==> config.mk <==
export PLATFORM = sky130hd
export DESIGN_NAME = match_scorer_flat
export DESIGN_NICKNAME = d
export VERILOG_FILES = /design/src/rtl/match_scorer_if.sv /design/src/rtl/match_scorer.sv /design/src/flat_wrapper.sv
export SDC_FILE = /design/constraint.sdc
export NUM_CORES = 1
export LEC_CHECK = 0
export ABC_AREA = 1
export CORE_UTILIZATION = 55
export CTS_BUF_LIST = sky130_fd_sc_hd__clkbuf_2
export DETAILED_ROUTE_END_ITERATION = 10
export GPL_ROUTABILITY_DRIVEN = 0
export GPL_TIMING_DRIVEN = 0
export PLACE_DENSITY = 0.8
export SYNTH_ARGS = -nofsm -noshare
export SYNTH_HDL_FRONTEND = slang
export SYNTH_SLANG_ARGS = --single-unit
==> constraint.sdc <==
create_clock -name Clock -period 1.9 [get_ports Clock]
set_clock_uncertainty 0.2 [all_clocks]
set_input_delay 0.38 -clock Clock [delete_from_list [all_inputs] [get_ports Clock]]
set_output_delay 0.38 -clock Clock [all_outputs]
set_load 0.02 [all_outputs]
==> src/rtl/match_scorer_if.sv <==
// Signal bundle between the round win/lose stage and the match scorer.
// Start, Win and Lose are sampled levels. The scorer's outputs are status levels, except RoundRst, which is a 1-cycle pulse.
interface match_scorer_if #(
    parameter int CNT_W = 3
);
    logic             Start;
    logic             Win;
    logic             Lose;
    logic             RoundRst;
    logic [CNT_W-1:0] WinCount;
    logic [CNT_W-1:0] LoseCount;
    logic             ShowResult;
    logic             MatchOver;
    logic             MatchWon;

    modport master (
        output Start, Win, Lose,
        input  RoundRst, WinCount, LoseCount, ShowResult, MatchOver, MatchWon
    );

    modport slave (
        input  Start, Win, Lose,
        output RoundRst, WinCount, LoseCount, ShowResult, MatchOver, MatchWon
    );
endinterface

==> src/rtl/match_scorer.sv <==
// First-to-WIN_TARGET match scorer. It holds each round result for HOLD_CYCLES cycles.
// It then waits for Win/Lose to drop, and pulses RoundRst to restart the round counters.
module match_scorer #(
    parameter int WIN_TARGET  = 3,
    parameter int CNT_W       = 3,
    parameter int HOLD_CYCLES = 25_000_000
) (
    input  logic       Clock,
    input  logic       Reset,
    match_scorer_if.slave bus,
    output logic [2:0] State
);
    localparam logic [2:0] IDLE     = 3'd0;
    localparam logic [2:0] START    = 3'd1;
    localparam logic [2:0] PLAY     = 3'd2;
    localparam logic [2:0] SHOW     = 3'd3;
    localparam logic [2:0] WAIT_REL = 3'd4;
    localparam logic [2:0] OVER     = 3'd5;

    localparam int               TW        = (HOLD_CYCLES > 1) ? $clog2(HOLD_CYCLES) : 1;
    localparam logic [CNT_W-1:0] TARGET    = CNT_W'(WIN_TARGET);
    localparam logic [TW-1:0]    HOLD_LOAD = TW'(HOLD_CYCLES - 1);

    logic [2:0]       state;
    logic [CNT_W-1:0] win_cnt;
    logic [CNT_W-1:0] lose_cnt;
    logic [TW-1:0]    timer;
    logic             round_rst;
    logic             win_r;
    logic             lose_r;
    logic             any_prev;
    logic             round_evt;
    logic             target_hit;

    // The edge detector samples in every state, so a level that is still high when PLAY is re-entered is not counted twice.
    assign round_evt  = (win_r | lose_r) & ~any_prev;
    assign target_hit = (win_cnt == TARGET) || (lose_cnt == TARGET);

    always_ff @(posedge Clock or negedge Reset) begin
        if (!Reset) begin
            win_r    <= 1'b0;
            lose_r   <= 1'b0;
            any_prev <= 1'b0;
        end else begin
            win_r    <= bus.Win;
            lose_r   <= bus.Lose;
            any_prev <= win_r | lose_r;
        end
    end

    always_ff @(posedge Clock or negedge Reset) begin
        if (!Reset) begin
            state     <= IDLE;
            win_cnt   <= '0;
            lose_cnt  <= '0;
            timer     <= '0;
            round_rst <= 1'b0;
        end else begin
            round_rst <= 1'b0;
            case (state)
                IDLE, OVER: begin
                    if (bus.Start) begin
                        state     <= START;
                        win_cnt   <= '0;
                        lose_cnt  <= '0;
                        round_rst <= 1'b1;
                    end
                end
                START: state <= PLAY;
                PLAY: begin
                    if (round_evt) begin
                        // A simultaneous Win and Lose counts as a loss.
                        if (win_r && !lose_r) win_cnt  <= win_cnt + 1'b1;
                        else                  lose_cnt <= lose_cnt + 1'b1;
                        timer <= HOLD_LOAD;
                        state <= SHOW;
                    end
                end
                SHOW: begin
                    if (timer == '0) state <= WAIT_REL;
                    else             timer <= timer - 1'b1;
                end
                WAIT_REL: begin
                    if (!bus.Win && !bus.Lose) begin
                        if (target_hit) begin
                            state <= OVER;
                        end else begin
                            state     <= PLAY;
                            round_rst <= 1'b1;
                        end
                    end
                end
                default: state <= IDLE;
            endcase
        end
    end

    assign bus.RoundRst   = round_rst;
    assign bus.WinCount   = win_cnt;
    assign bus.LoseCount  = lose_cnt;
    assign bus.ShowResult = (state == SHOW) || (state == WAIT_REL);
    assign bus.MatchOver  = (state == OVER);
    assign bus.MatchWon   = (state == OVER) && (win_cnt == TARGET);
    assign State          = state;
endmodule

==> src/flat_wrapper.sv <==
// flat-port wrapper written by rule: the top's interface ports become plain ports
module match_scorer_flat 
#(
    parameter int WIN_TARGET  = 3,
    parameter int CNT_W       = 3,
    parameter int HOLD_CYCLES = 25_000_000
)
  (Clock, Reset, State, bus_Start, bus_Win, bus_Lose, bus_RoundRst, bus_WinCount, bus_LoseCount, bus_ShowResult, bus_MatchOver, bus_MatchWon);
  match_scorer_if #(.CNT_W(CNT_W)) bus_i ();
  input  logic Clock;
  input  logic Reset;
  output logic [2:0] State;
  input wire logic [$bits(bus_i.Start)-1:0] bus_Start;
  input wire logic [$bits(bus_i.Win)-1:0] bus_Win;
  input wire logic [$bits(bus_i.Lose)-1:0] bus_Lose;
  output wire logic [$bits(bus_i.RoundRst)-1:0] bus_RoundRst;
  output wire logic [$bits(bus_i.WinCount)-1:0] bus_WinCount;
  output wire logic [$bits(bus_i.LoseCount)-1:0] bus_LoseCount;
  output wire logic [$bits(bus_i.ShowResult)-1:0] bus_ShowResult;
  output wire logic [$bits(bus_i.MatchOver)-1:0] bus_MatchOver;
  output wire logic [$bits(bus_i.MatchWon)-1:0] bus_MatchWon;
  assign bus_i.Start = bus_Start;
  assign bus_i.Win = bus_Win;
  assign bus_i.Lose = bus_Lose;
  assign bus_RoundRst = bus_i.RoundRst;
  assign bus_WinCount = bus_i.WinCount;
  assign bus_LoseCount = bus_i.LoseCount;
  assign bus_ShowResult = bus_i.ShowResult;
  assign bus_MatchOver = bus_i.MatchOver;
  assign bus_MatchWon = bus_i.MatchWon;
  match_scorer #(.WIN_TARGET(WIN_TARGET), .CNT_W(CNT_W), .HOLD_CYCLES(HOLD_CYCLES)) u_core (.Clock(Clock), .Reset(Reset), .bus(bus_i), .State(State));
endmodule
==> run_results.csv <==
group,metric,value,unit
logic_synthesis,synth.distinct_cells,29,
critical_path,worstRegToRegCells,10,
finish,drive_above_1_share,29.68,%
critical_path,rrSetupSlack,-0.06,ns
global_routing,grt_max_degree,39,
logic_synthesis,syn-instance-count,361,
finish,fin_nets,421,
min_path,holdPathEnd,"u_core.win_r",
critical_path,required,1.32,ns
logic_synthesis,synth.area.top_cells,"dfrtp_1 38%, nand2_1 15%, nor2_1 8.3%",
logic_synthesis,synth_area_leader_cell,"dfrtp_1",
logic_synthesis,postSynthAreaPerCell,6.994,µm²
critical_path,critPathKind,"reg2out",
floorplan,start_util,57.59,%
timing,max_freq,494.7,MHz
min_path,hp-start,"bus_Win",
run_status,status,"complete, but fails checks",
global_routing,antenna_found_initial,0,
route,ant_nets,0,
global_routing,grtUsageTotal,25.19,%
global_routing,grt_pass1_vias,2284,
logic_synthesis,synth-seq-cells,38,
critical_path,crit_buf_inv,2,
cts,cts_root_buffer,"clkbuf_2",
run,maxCapViolCount,0,
logic_synthesis,syn_nets,372,
logic_synthesis,ys_seq_area_share,37.66,%
placed_design,io_buffer_count,17,
cts,cts_tree,"done",
timing,slew_viol_final,0,
cts,clock_sinks,38,
placed_design,place_area,2755,µm²
min_path,whs_path_depth,1,
placed_design,hpwl,4044,µm
cts,clockBufferDepth,2,
logic_synthesis,netlist_area,2525,µm²
floorplan,rows,24,
cts,clkTransAtPathRegs,0.20,ns
global_routing,grt-ovfl-total,0,
cts,cts-buffers-inserted,5,
logic_synthesis,yosys_warnings,0,
route,vias,2534,
critical_path,slowest_delay,0.41,ns
min_path,min-delay-path-class,"in2reg",
floorplan,die_w,69.76,µm
timing,fin_tns_setup,-0.2714,ns
timing,setup_violations,3,
cts,clk_latency,0.41,ns
power_and_ir_drop,power_leakage,1.547,nW
timing,rsz0062_at_grt,"true",
finish,area_delta_synth_final,26.41,%
timing,hold_viol,0,
global_routing,grt_pass1_wl,9887,µm
critical_path,cpLargestDelayFamily,"flip-flops",
finish,diodes,0,
floorplan,die_y,69.76,µm
critical_path,crit_chain,"ha_2, ha_4, inv_2, nor2_2, buf_6",
power_and_ir_drop,p_per_area,1529,nW/µm²
run_status,violations,"negative setup slack",
finish,fin_area,3192,µm²
route,wl_per_cell,13.95,µm
floorplan,core_region_area,4384,µm²
route,viasPerCell,5.473,
route,drc,0,
route,drtIter0Drc,229,
critical_path,critPathLaunchType,"flip-flop",
critical_path,critPathMaxFanout,2,
critical_path,cpMaxStageDelayCell,"dfrtp_1",
logic_synthesis,synth_top_area_share,37.66,%
cts,htreeDepth,2,
timing,fin_crit,2.021,ns
route,drt_wl_total,6459,µm
timing,worst_slew_pin_slew,0.8458,ns
timing,finalCritPeriodShare,106.4,%
timing,relSlewSlack,43.62,%
critical_path,r2r-start,"u_core.timer[0]",
critical_path,critPathCaptureType,"primary output",
route,dr.pass1.iters,5,
critical_path,crit_arrival,1.44,ns
timing,setup_ws,-0.1213,ns
critical_path,timing.rr.end,"u_core.timer[16]",
floorplan,dieArea,4866,µm²
floorplan,ios,18,
power_and_ir_drop,vdd_ir_drop_max,984.6,µV
[power breakdown]
group	leakage (nW)	internal, mW	switching (mW)
clock	0.0289	0.0903	0.298
combinational	1.06	1.26	1.81
sequential	0.461	1.09	0.331
[cell type report]
class | count | area [µm²]
Buffer | 5 | 65.06
Clock inverter | 3 | 21.27
Tap cell | 52 | 65.06
Sequential cell | 38 | 962.2
Inverter | 43 | 168.9
Multi-Input combinational cell | 275 | 1516
Timing Repair Buffer | 42 | 367.9
Fill cell | 342 | 1192
Clock buffer | 5 | 25.02
[kinds of logic after synthesis]
logic type	after synthesis	share of synthesized area, %
buffers and inverters	48	8.226
AO/OA/AOI/OAI	37	8.226
flip-flops	38	37.66
adder cells (fa/ha/maj)	6	2.973
AND/OR/NAND/NOR	230	42.22
XOR/XNOR	2	0.6939
[routing by layer]
| metal | global-route usage, % | part of all wire (%) | vias up |
|---|---|---|---|
| met5 | 0 | 0 | - |
| met4 | 10.67 | 2.1 | 0 |
| met3 | 4.215 | 4.9 | 19 |
| met2 | 44.66 | 51 | 78 |
| met1 | 30.04 | 42 | 1179 |
| li1 | - | - | 1258 |
[flip-flops by register name, summed over array words and instances, names as in the netlist]
| register | count |
|---|---|
| u_core.timer | 25 |
| u_core.State | 3 |
| u_core.bus.LoseCount | 3 |
| u_core.bus.WinCount | 3 |
| u_core.any_prev | 1 |
| u_core.bus.RoundRst | 1 |
| u_core.lose_r | 1 |
| u_core.win_r | 1 |
[worst max path at each step]
stage | start | to | slack, ns | cells after the start
after global routing | u_core.bus.WinCount[0] | bus_MatchWon | -0.18 | 5
after global placement | u_core.State[2] | bus_ShowResult | -0.69 | 6
final | u_core.bus.WinCount[0] | bus_MatchWon | -0.12 | 5
after floorplan | u_core.State[2] | bus_ShowResult | 0.007 | 5
after CTS | u_core.State[2] | bus_ShowResult | -0.20 | 6
after detailed placement | u_core.State[2] | bus_ShowResult | -0.68 | 6
[worst register-to-register path, delay by kind of cell, from the launching register on]
kind	cells	cell delay, ns
AND/OR/NAND/NOR	5	0.50
flip-flops	1	0.46
buffers and inverters	3	0.35
AO/OA/AOI/OAI	1	0.19
adder cells (fa/ha/maj)	1	0.18
[placed cells by master (no fill, tap or decap), types with 3 or more instances in the layout]
cell type,instances
nand3b_1,5
nor2_4,11
nand3_1,37
dlygate4sd2_1,6
buf_2,3
dfrtp_2,9
buf_4,23
inv_1,27
nor2_2,12
o21ai_1,24
inv_2,14
nor2_1,41
clkdlybuf4s50_1,3
or2_2,4
clkbuf_2,7
nand2_4,5
nand2_2,10
nand2_1,93
nand4_1,8
buf_8,4
o21ai_0,5
ha_4,3
dfrtp_1,29
[metrics by stage]
| step | instances | setup WS, ns | total power [mW] | hold WS, ns | utilization (%) |
|---|---|---|---|---|---|
| 3_3_place_gp | 430 | -0.6889 | 3.718 | 0.2657 | 62.96 |
| 4_1_cts | 443 | -0.1977 | 4.224 | 0.1970 | 65.27 |
| 6_report | 463 | -0.1213 | 4.880 | 0.2059 | 72.80 |
| 2_1_floorplan | 361 | 0.006979 | 3.168 | -0.1156 | - |
| 3_5_place_dp | 430 | -0.6815 | 3.782 | 0.2641 | 62.84 |
| 5_1_grt | 463 | -0.1815 | 5.279 | 0.1867 | 72.80 |
[Yosys cell counts]
library cell and instances:
nand3_4 1, inv_1 31, nor2_4 4, nand3b_1 5, o21ai_2 1, buf_2 1, buf_6 3, nor3_2 1
ha_1 6, nor2_1 56, o21ai_4 1, dfrtp_1 38, nand2_4 3, nand2_1 98, inv_2 11, o21ai_1 25
o211ai_1 1, a21oi_1 2, or2_2 4, nand4_1 8, nand2_2 7, buf_4 1, nor2_2 4, o21ai_0 5
xor2_1 2, nand3_2 1, nand3_1 38, a21o_1 2, clkinv_1 1
[timing repair]
| action | 4_1_cts | 5_1_grt |
|---|---|---|
| pin swaps | 3 | 11 |
| hold endpoints to repair | 38 | 0 |
| gates cloned | 0 | 2 |
| endpoints found under the setup margin | 20 | 34 |
| resized for setup | 43 | 52 |
| setup buffers | 4 | 18 |
| hold buffers | 1 | 0 |
Power figures use the tool's default switching activity.
